$ cat config.mk
export PLATFORM = sky130hd
export DESIGN_NAME = hex_scan_display
export DESIGN_NICKNAME = d
export VERILOG_FILES = /design/src/rtl/hex_scan_display.sv
export SDC_FILE = /design/constraint.sdc
export NUM_CORES = 1
export LEC_CHECK = 0
export BUFFER_PORTS_ARGS = -buffer_cell sky130_fd_sc_hd__buf_4
export CORE_MARGIN = 2
export CORE_UTILIZATION = 25
export DETAILED_ROUTE_END_ITERATION = 12
export GPL_TIMING_DRIVEN = 1
export PLACE_DENSITY_LB_ADDON = 0.25
export SYNTH_ARGS = -nofsm -noshare
export SYNTH_HDL_FRONTEND = slang
export SYNTH_SLANG_ARGS = --single-unit
$ cat constraint.sdc
create_clock -name clk -period 4.27 [get_ports clk]
set_clock_uncertainty 0.15 [all_clocks]
set_input_delay 1.0675 -clock clk [delete_from_list [all_inputs] [get_ports clk]]
set_output_delay 1.0675 -clock clk [all_outputs]
set_load 0.05 [all_outputs]
$ cat src/rtl/hex_scan_display.sv
// Multiplexed hex display driver: shadow-captured value, digit scan with
// leading-zero blanking and per-digit blinking, plus static per-digit segments.
module hex_scan_display #(
  parameter int DIGITS      = 4,
  parameter int REFRESH_DIV = 50000,
  parameter int BLINK_DIV   = 256
) (
  input  logic                  clk,
  input  logic                  rst_n,
  input  logic [4*DIGITS-1:0]   value,
  input  logic                  load,
  input  logic                  blank_lz,
  input  logic                  blink_en,
  input  logic [DIGITS-1:0]     blink_mask,
  output logic [6:0]            seg,
  output logic [DIGITS-1:0]     an,
  output logic [7*DIGITS-1:0]   seg_all,
  output logic                  frame
);

  localparam int IW = (DIGITS > 1) ? $clog2(DIGITS) : 1;
  localparam int PW = $clog2(REFRESH_DIV);
  localparam int FW = (BLINK_DIV > 1) ? $clog2(BLINK_DIV) : 1;

  localparam logic [6:0] BLANK = 7'h7F;

  logic [4*DIGITS-1:0]     shadow_q, shadow_d;
  logic [PW-1:0]           presc_q, presc_d;
  logic [IW-1:0]           idx_q, idx_d;
  logic [FW-1:0]           fcnt_q, fcnt_d;
  logic                    phase_q, phase_d;
  logic [6:0]              seg_q, seg_d;
  logic [DIGITS-1:0]       an_q, an_d;
  logic [7*DIGITS-1:0]     segAll_q, segAll_d;
  logic                    frame_q, frame_d;

  logic                    tick, lastDigit, wrap, upperZero;
  logic [DIGITS-1:0][6:0]  digPat;

  function automatic logic [6:0] encodeNibble(input logic [3:0] n);
    case (n)
      4'h0: encodeNibble = 7'h40;
      4'h1: encodeNibble = 7'h79;
      4'h2: encodeNibble = 7'h24;
      4'h3: encodeNibble = 7'h30;
      4'h4: encodeNibble = 7'h19;
      4'h5: encodeNibble = 7'h12;
      4'h6: encodeNibble = 7'h02;
      4'h7: encodeNibble = 7'h78;
      4'h8: encodeNibble = 7'h00;
      4'h9: encodeNibble = 7'h10;
      4'hA: encodeNibble = 7'h08;
      4'hB: encodeNibble = 7'h03;
      4'hC: encodeNibble = 7'h46;
      4'hD: encodeNibble = 7'h21;
      4'hE: encodeNibble = 7'h06;
      default: encodeNibble = 7'h0E;
    endcase
  endfunction

  always_comb begin
    tick      = (presc_q == PW'(REFRESH_DIV - 1));
    lastDigit = (idx_q == IW'(DIGITS - 1));
    wrap      = tick && lastDigit;

    shadow_d = load ? value : shadow_q;
    presc_d  = tick ? '0 : presc_q + 1'b1;
    idx_d    = idx_q;
    if (tick) idx_d = lastDigit ? '0 : idx_q + 1'b1;

    fcnt_d  = fcnt_q;
    phase_d = phase_q;
    if (wrap) begin
      if (fcnt_q == FW'(BLINK_DIV - 1)) begin
        fcnt_d  = '0;
        phase_d = ~phase_q;
      end else begin
        fcnt_d = fcnt_q + 1'b1;
      end
    end
    frame_d = wrap;

    // Walk from the top digit down so upperZero covers nibbles DIGITS-1..i.
    upperZero = 1'b1;
    digPat    = '0;
    for (int i = DIGITS - 1; i >= 0; i--) begin
      upperZero = upperZero && (shadow_q[4*i +: 4] == 4'h0);
      if (blink_en && phase_q && blink_mask[i])
        digPat[i] = BLANK;
      else if (blank_lz && (i > 0) && upperZero)
        digPat[i] = BLANK;
      else
        digPat[i] = encodeNibble(shadow_q[4*i +: 4]);
    end

    segAll_d = digPat;
    seg_d    = digPat[idx_q];
    an_d     = ~(DIGITS'(1) << idx_q);
  end

  always_ff @(posedge clk or negedge rst_n) begin
    if (!rst_n) begin
      shadow_q <= '0;
      presc_q  <= '0;
      idx_q    <= '0;
      fcnt_q   <= '0;
      phase_q  <= 1'b0;
      seg_q    <= BLANK;
      an_q     <= '1;
      segAll_q <= '1;
      frame_q  <= 1'b0;
    end else begin
      shadow_q <= shadow_d;
      presc_q  <= presc_d;
      idx_q    <= idx_d;
      fcnt_q   <= fcnt_d;
      phase_q  <= phase_d;
      seg_q    <= seg_d;
      an_q     <= an_d;
      segAll_q <= segAll_d;
      frame_q  <= frame_d;
    end
  end

  assign seg     = seg_q;
  assign an      = an_q;
  assign seg_all = segAll_q;
  assign frame   = frame_q;

endmodule

==> flow_metrics.tcl, run 1 <==
set metrics [dict create \
    outcome "finished, final reports clean" \
    start_util_pct 25.3 \
    yosysMostFrequentCell "nand2_1" \
    vias 3208 \
    rsz0062_at_grt "false" \
    slowest_delay_ns 0.47 \
    remaining_drc_errors 0 \
    cts_setup_buffers 0 \
    post-route-min-period_ns 2.44 \
    nets 525 \
    clock-root-buffer "clkbuf_16" \
    worst_pin_slew_ns 1.09 \
    worstHoldPathType "register to register" \
    cpMaxStageDelayCell "dfrtp_1" \
    final_layout_size_suffix_gt1_share_pct 32.0 \
    firstDrtPassIters 4 \
    drv_cap 0 \
    cts_tree "done" \
    die_h_um 136 \
    fin_setup_tns_ns 0 \
    min_period_over_period_pct 57.1 \
    area_growth_pct 23.0 \
    synth_common_cells "nand2_1 (46), dfrtp_1 (44), dfstp_2 (39), ha_1 (30), o21ai_0 (29)" \
    synth.top_cells.by_area "dfrtp_1 (25%), dfstp_2 (24%), ha_1 (8.6%)" \
    ctsHoldBuffers 0 \
    routed_wl_um 10800 \
    synthCells 412 \
    ant_nets 0 \
    cts.clk_slew.worst_paths_ns 0.06 \
    grt_overflow_total 0 \
    p_per_area_mw_per_mm2 424 \
    hpwlAfterDp_um 8040 \
    grt_max_degree 71 \
    ys_ff_latch 83 \
    cts-buffers-inserted 9 \
    place_congestion 0.791 \
    drt-wirelength-per-cell_um 15.5 \
    syn_area_per_cell_um2 10.6 \
    pin_count 65 \
    dp.cells 684 \
    finalSetupViolCount 0 \
    fmax_mhz 410 \
    synth_ff_type "dfrtp_1" \
    cts_sinks 83 \
    core_mm2 0.0172 \
    antenna_found_initial 0 \
    htreeDepth 3 \
    worst-path-max-fanout 10 \
    grt_pass1_wl_um 17400 \
    worstSetupPathType "register to register" \
    grt.total_usage_pct 12.3 \
    dieArea_mm2 0.0185 \
    async_flop_share_pct 100 \
    critical_path_arrival_ns 2.54 \
    crit_path_start_kind "register" \
    vias_per_cell 4.58 \
    synth.distinct_cells 55 \
    yosysSeqAreaShare_pct 48.9 \
    drt_iter0_drc 156 \
    synth_nets 467 \
    end_kind "register" \
    slew_headroom_pct 26.9 \
    power_leakage_nw 2.40 \
    cts-resized-gates 0 \
    clock_latency_ns 0.34 \
    grt_pass1_vias 3285 \
    finalNonFillerCells 700 \
    antenna_cells 0 \
    ir_drop_mv 0.194 \
    synth-warning-count 0 \
    hold_viol 0 \
    yosys.area.top_type "dfrtp_1" \
    clock_path_buffers 2 \
    path_cells "inv_1 > ha_1 > and4bb_2 > a31oi_2 > o311ai_0 > mux2i_1 > o22ai_1" \
    die_width_um 136 \
    rows 48 \
    required_ns 4.37 \
    synth-edff-count 0 \
    synth.top_cell.area_share_pct 25.3 \
    drv_slew 0 \
    num-fill-cells 1807 \
    syn_area_mm2 0.00435 \
    io_buffers 64 \
]
## cell families (layout without fill, tap and decap cells)
logic type / Yosys count / after routing / share of synthesized area [%]
XOR/XNOR: 16 / 16 / 3.22
AO/OA/AOI/OAI: 79 / 79 / 12.1
multiplexers: 29 / 29 / 7.48
buffers and inverters: 40 / 103 / 3.71
AND/OR/NAND/NOR: 135 / 135 / 16.0
flip-flops: 83 / 83 / 48.9
adder cells (fa/ha/maj): 30 / 30 / 8.63
## per-stage QoR
| step | area [um2] | power, mW | hold WS [ns] | utilization, % | setup WS (ns) |
|---|---|---|---|---|---|
| 2_1_floorplan | 4350 | 1.32 | 0.288 | - | 1.91 |
| 3_3_place_gp | 5040 | 1.50 | 0.311 | 29.3 | 1.61 |
| 3_5_place_dp | 5040 | 1.51 | 0.316 | 29.3 | 1.53 |
| 4_1_cts | 5350 | 2.31 | 0.327 | 31.1 | 1.82 |
| 5_1_grt | 5350 | 2.38 | 0.354 | 31.1 | 1.67 |
| 6_report | 5350 | 2.27 | 0.323 | 31.1 | 1.83 |
## worst paths after layout
kind / from / to / slack [ns] / depth (start not counted)
min: fcnt_q[6]$_DFFE_PN0P_ / fcnt_q[6]$_DFFE_PN0P_ / 0.32 / 1
min in group asynchronous: rst_n / shadow_q[4]$_DFFE_PN0P_ / 0.69 / 1
max in group asynchronous: rst_n / seg_all[27]$_DFF_PN1_ / 2.48 / 2
min reg2reg: fcnt_q[6]$_DFFE_PN0P_ / fcnt_q[6]$_DFFE_PN0P_ / 0.32 / 1
max: shadow_q[12]$_DFFE_PN0P_ / seg[6]$_DFF_PN1_ / 1.83 / 7
max reg2reg: shadow_q[12]$_DFFE_PN0P_ / seg[6]$_DFF_PN1_ / 1.83 / 7
## state kept, by name, summed over array words and instances, names as in the netlist
register  cells
an            4
seg_all      28
phase_q       1
idx_q         2
presc_q      16
fcnt_q        8
frame         1
seg           7
shadow_q     16
## metal layers
metal | GRT usage (%) | share of wire [%] | up-vias | routed length, um
li1 | - | - | 1575 | -
met1 | 16.1 | 46 | 1551 | 5040
met2 | 20.2 | 48 | 70 | 5200
met3 | 3.02 | 4.4 | 12 | 475
met4 | 3.36 | 1.2 | 0 | 133
met5 | 0 | 0 | - | 0
## worst max-delay path, delay by kind of cell (launching register included)
family	cells	cell delay [ns]
flip-flops	1	0.47
buffers and inverters	1	0.13
AND/OR/NAND/NOR	1	0.30
adder cells (fa/ha/maj)	1	0.25
multiplexers	1	0.21
AO/OA/AOI/OAI	3	0.84
## final cells by class
cell class / count / area (um2) / share of cell area (%)
well taps: 225 / 282 / 5.26
clock buffers: 13 / 292 / 5.45
flip-flops and latches: 83 / 2130 / 39.7
repair buffers: 65 / 488 / 9.12
inverters: 22 / 82.6 / 1.54
clock inverters: 3 / 17.5 / 0.327
multi-input cells: 289 / 2060 / 38.5
## cells in the final DEF (no fill, tap or decap), types with 14 or more instances in the layout
cell type and n:
ha_1 30, o21ai_0 29, nand2_1 46, nor2_1 27
dfstp_2 39, inv_1 22, buf_4 65, nand3_1 14
dfrtp_1 44, mux2_2 18
## power breakdown
group / total, mW / switching [mW] / leakage [nW] / internal (mW)
clock network: 0.783 / 0.308 / 0.153 / 0.475
logic: 0.528 / 0.352 / 1.27 / 0.176
registers: 0.957 / 0.0633 / 0.976 / 0.894
total: 2.27 / 0.723 / 2.40 / 1.55
(Power assumes the default switching activity.)
==> inputs of run 2 (changes only) <==
Clock period 4.27 ns to 2.44 ns, I/O delays scaled along.
==> flow_metrics.tcl, run 2 (synthesized netlist as in run 1, its figures left out) <==
set metrics [dict create \
    outcome "finished, final reports clean" \
    routed_wl_um 11100 \
    clock_latency_ns 0.34 \
    p_per_area_mw_per_mm2 724 \
    finalSetupViolCount 0 \
    ir_drop_mv 0.311 \
    ctsHoldBuffers 0 \
    swShare_pct 31.6 \
    rsz0062_at_grt "false" \
    worstHoldPathType "input pin to async pin" \
    antenna_found_initial 0 \
    hold_viol 0 \
    clock_path_buffers 2 \
    final_common_cell "buf_4" \
    area_growth_pct 26.3 \
    drt_iter0_drc 144 \
    critical_path_arrival_ns 2.37 \
    largest_register_ffs 28 \
    htreeDepth 3 \
    grt_pass1_vias 3352 \
    drv_cap 0 \
    clock-root-buffer "clkbuf_16" \
    cts_tree "done" \
    combPwrFrac_pct 24.5 \
    vias 3251 \
    worstSetupPathType "register to register" \
    ant_nets 0 \
    cts.clk_slew.worst_paths_ns 0.06 \
    worst_pin_slew_ns 0.523 \
    rows 48 \
    fmax_mhz 444 \
    path_cells "inv_1 > ha_1 > and4bb_2 > a21o_1 > a21oi_2 > a311oi_2 > a221o_1" \
    slowest_delay_ns 0.47 \
    cts-buffers-inserted 9 \
    vias_per_cell 4.55 \
    r2r_cells 7 \
    grt_pass1_wl_um 17900 \
    slew_headroom_pct 65.1 \
    cts_sinks 83 \
    p_switching_mw 1.26 \
    power_frac_clock_pct 33.9 \
    dieArea_mm2 0.0185 \
    core_mm2 0.0172 \
    start_util_pct 25.3 \
    die_h_um 136 \
    grt_overflow_total 0 \
    end_kind "register" \
    cpMaxStageDelayCell "dfrtp_1" \
    required_ns 2.55 \
    cts-resized-gates 0 \
    final_layout_size_suffix_gt1_share_pct 34.6 \
    remaining_drc_errors 0 \
    pin_count 65 \
    r2r_end "seg[0]$_DFF_PN1_" \
    io_buffers 64 \
    timing.rr.start "shadow_q[12]$_DFFE_PN0P_" \
    worst-path-max-fanout 7 \
    post-route-min-period_ns 2.25 \
    drv_slew 0 \
    power_mw 3.97 \
    ff2ff_setup_slack_ns 0.19 \
    firstDrtPassIters 4 \
    drt-wirelength-per-cell_um 15.6 \
    grt.total_usage_pct 12.7 \
    cts_setup_buffers 0 \
    power_leakage_nw 2.48 \
    antenna_cells 0 \
    fin_setup_tns_ns 0 \
    power_frac_seq_pct 41.6 \
    grt_max_degree 39 \
    hpwlAfterDp_um 8590 \
    place_congestion 0.817 \
    crit_path_start_kind "register" \
    die_width_um 136 \
    p_int_mw 2.72 \
    mostFrequentLayoutCells "buf_4 (78), nand2_1 (46), dfrtp_1 (44)" \
    nets 539 \
    min_period_over_period_pct 92.4 \
]
run 2: worst max-delay path by stage:
stage	slack, ns	from	to
after floorplan	0.41	presc_q[5]$_DFF_PN0_	fcnt_q[5]$_DFFE_PN0P_
after global placement	0.08	shadow_q[4]$_DFFE_PN0P_	seg[3]$_DFF_PN1_
after detailed placement	0.05	shadow_q[4]$_DFFE_PN0P_	seg[0]$_DFF_PN1_
after CTS	0.03	shadow_q[4]$_DFFE_PN0P_	seg[0]$_DFF_PN1_
after global routing	0.04	shadow_q[12]$_DFFE_PN0P_	seg[6]$_DFF_PN1_
final	0.19	shadow_q[12]$_DFFE_PN0P_	seg[0]$_DFF_PN1_
run 2: layout make-up:
cell class / count / area, um2
Clock buffer: 15 / 298
Clock inverter: 1 / 5.00
Fill cell: 1811 / 11700
Inverter: 22 / 82.6
Multi-Input combinational cell: 289 / 2090
Sequential cell: 83 / 2130
Tap cell: 225 / 282
Timing Repair Buffer: 79 / 606
run 2: per-layer routing:
layer  track usage [%]  up-vias  routed length (um)
met2              21.4       77                5460
met4              3.30        0                  72
met5                 0        -                   0
met1              16.3     1580                5000
met3              3.32        7                 601
li1                  -     1587                   -
run 2: critical path, delay by kind of cell, from the launching register on:
| family | cells | cell delay [ns] |
|---|---|---|
| and+or+nand+nor | 1 | 0.30 |
| AOI/OAI and AO/OA | 4 | 0.88 |
| buffers and inverters | 1 | 0.14 |
| DFF | 1 | 0.47 |
| adders and majority gates | 1 | 0.24 |
run 2: through the flow:
stage,hold slack (ns),area (um2),utilization [%],worst slack [ns],cells
after global routing,0.134,5490,32.0,0.0350,714
after CTS,0.105,5460,31.8,0.0320,714
after floorplan,0.164,4350,-,0.412,412
final,0.100,5490,32.0,0.185,714
after global placement,0.313,5160,30.0,0.0766,698
after detailed placement,0.325,5160,30.0,0.0526,698
run 2: power groups by stage:
| stage | registers [mW] | logic [mW] | clock network, mW |
|---|---|---|---|
| global route | 1.67 | 1.05 | 1.44 |
| CTS | 1.66 | 0.978 | 1.39 |
| global placement | 1.68 | 0.973 | 0 |
| finish | 1.65 | 0.973 | 1.35 |
| floorplan | 2.00 | 0.312 | 0 |
| detailed placement | 1.68 | 0.976 | 0 |
==> inputs of run 3 (changes only) <==
Settings changed: ABC_AREA from default to 1, SLEW_MARGIN from default to 25.
==> flow_metrics.tcl, run 3 <==
set metrics [dict create \
    post-route-min-period_ns 1.88 \
    synth_nets 654 \
    grt_overflow_total 0 \
    cts-buffers-inserted 9 \
    rsz0062_at_grt "false" \
    place_ws_ns 0.552 \
    die_h_um 141 \
    vias 3820 \
    synth_ff_type "dfrtp_1" \
    clock-root-buffer "clkbuf_16" \
    end_kind "register" \
    power_leakage_nw 2.93 \
    nets 716 \
    pin_count 65 \
    ir_drop_mv 0.307 \
    ctsHoldBuffers 0 \
    syn_area_per_cell_um2 7.86 \
    required_ns 2.56 \
    largest_register_ffs 28 \
    core_mm2 0.0186 \
    crit_path_start_kind "register" \
    synth.top_cells.by_area "dfrtp_1 (23%), dfstp_2 (22%), nand2_1 (13%)" \
    rows 50 \
    fmax_mhz 531 \
    routed_wl_um 11600 \
    hold_viol 3 \
    drv_cap 0 \
    antenna_cells 0 \
    vias_per_cell 4.24 \
    synth-edff-count 0 \
    grt.total_usage_pct 12.4 \
    synth.top_cell.area_share_pct 23.4 \
    p_per_area_mw_per_mm2 664 \
    worstHoldPathType "input pin to async pin" \
    min_period_over_period_pct 77.1 \
    grt_pass1_vias 3663 \
    clock_path_buffers 2 \
    firstDrtPassIters 4 \
    synthCells 599 \
    syn_area_mm2 0.00471 \
    power_mw 3.78 \
    async_flop_share_pct 100 \
    outcome "finished with violations" \
    yosysMostFrequentCell "nand2_1" \
    final_layout_size_suffix_gt1_share_pct 20.6 \
    fin_hold_ws_ns -0.000398 \
    worst-path-max-fanout 14 \
    cts_sinks 83 \
    io_buffers 64 \
    ant_nets 0 \
    synth-warning-count 0 \
    worstSetupPathType "register to register" \
    drv_slew 0 \
    hpwlAfterDp_um 8900 \
    antenna_found_initial 0 \
    grt_pass1_wl_um 19200 \
    worst_slack_ns 0.558 \
    area_growth_pct 20.7 \
    cts-resized-gates 0 \
    yosysSeqAreaShare_pct 45.1 \
    drt-wirelength-per-cell_um 12.9 \
    final_util_pct 30.6 \
    finalSetupViolCount 0 \
    critical_path_arrival_ns 2.00 \
    ys_ff_latch 83 \
    place_congestion 0.807 \
    worst_pin_slew_ns 0.574 \
    die_width_um 141 \
    r2r_cells 10 \
    clock_latency_ns 0.34 \
    final_common_cell "nand2_1" \
    synth.distinct_cells 32 \
    remaining_drc_errors 0 \
    failed_checks "hold timing" \
    slew_headroom_pct 61.7 \
    drt_iter0_drc 272 \
    start_util_pct 25.3 \
    fin_setup_tns_ns 0 \
    cts_setup_buffers 0 \
    yosys.area.top_type "dfrtp_1" \
    synth_common_cells "nand2_1 (160), nand3_1 (83), inv_1 (77), nor2_1 (49), dfrtp_1 (44)" \
    dieArea_mm2 0.0200 \
    htreeDepth 3 \
    mostFrequentLayoutCells "nand2_1 (160), nand3_1 (83), inv_1 (77)" \
    grt_max_degree 50 \
    cts.clk_slew.worst_paths_ns 0.06 \
    cts_tree "done" \
]
==> run 3: cell type report <==
cell class / instances / area, um2
tap: 234 / 293
multi-input combinational: 416 / 2170
timing repair buffer: 69 / 531
clock buffer: 16 / 262
inverter: 82 / 308
fill: 1991 / 12900
sequential: 83 / 2130
==> run 3: stage by stage <==
step	cell area (um2)	hold WS, ns	cells
finish	5690	-0.000398	900
CTS	5690	0.00250	900
global placement	5430	0.295	884
global route	5690	0.00821	900
floorplan	4710	0.164	599
detailed placement	5430	0.304	884
==> run 3: power by group <==
part	leakage (nW)	internal [mW]	switching, mW	total, mW
Clock	0.125	0.720	0.515	1.23
Sequential	0.979	1.55	0.0887	1.64
Combinational	1.83	0.265	0.633	0.898
==> run 3: path summary, 6_finish.rpt <==
check,start,endpoint,slack [ns]
worst min-delay path,rst_n,fcnt_q[2]$_DFFE_PN0P_,-0.0004
worst min register to register,presc_q[0]$_DFF_PN0_,presc_q[0]$_DFF_PN0_,0.31
worst max-delay path,shadow_q[12]$_DFFE_PN0P_,seg[0]$_DFF_PN1_,0.56
worst max register to register,shadow_q[12]$_DFFE_PN0P_,seg[0]$_DFF_PN1_,0.56
max in group asynchronous,rst_n,seg_all[0]$_DFF_PN1_,1.52
min in group clk,presc_q[0]$_DFF_PN0_,presc_q[0]$_DFF_PN0_,0.31
==> run 3: layer usage <==
layer / track usage [%] / vias up / part of all wire, %
li1: - / 2008 / -
met1: 17.4 / 1723 / 49
met2: 18.9 / 79 / 45
met3: 3.24 / 10 / 4.3
met4: 3.37 / 0 / 1.3
met5: 0 / - / 0
==> run 3: worst max-delay path, stage by stage, from the launching register on <==
cell,delay (ns)
dfrtp_1,0.42
inv_1,0.13
ha_1,0.25
nand2_1,0.07
inv_1,0.04
nand2_2,0.11
nor2_4,0.07
nor2_4,0.24
nand3_1,0.12
nand3_1,0.12
nand2_1,0.07
==> run 3: cells by family after synthesis <==
group	synth area share, %
DFF	45.1
and+or+nand+nor	30.4
AOI/OAI and AO/OA	5.84
adders and majority gates	7.97
buffers and inverters	8.82
xor gates and xnor gates	1.86
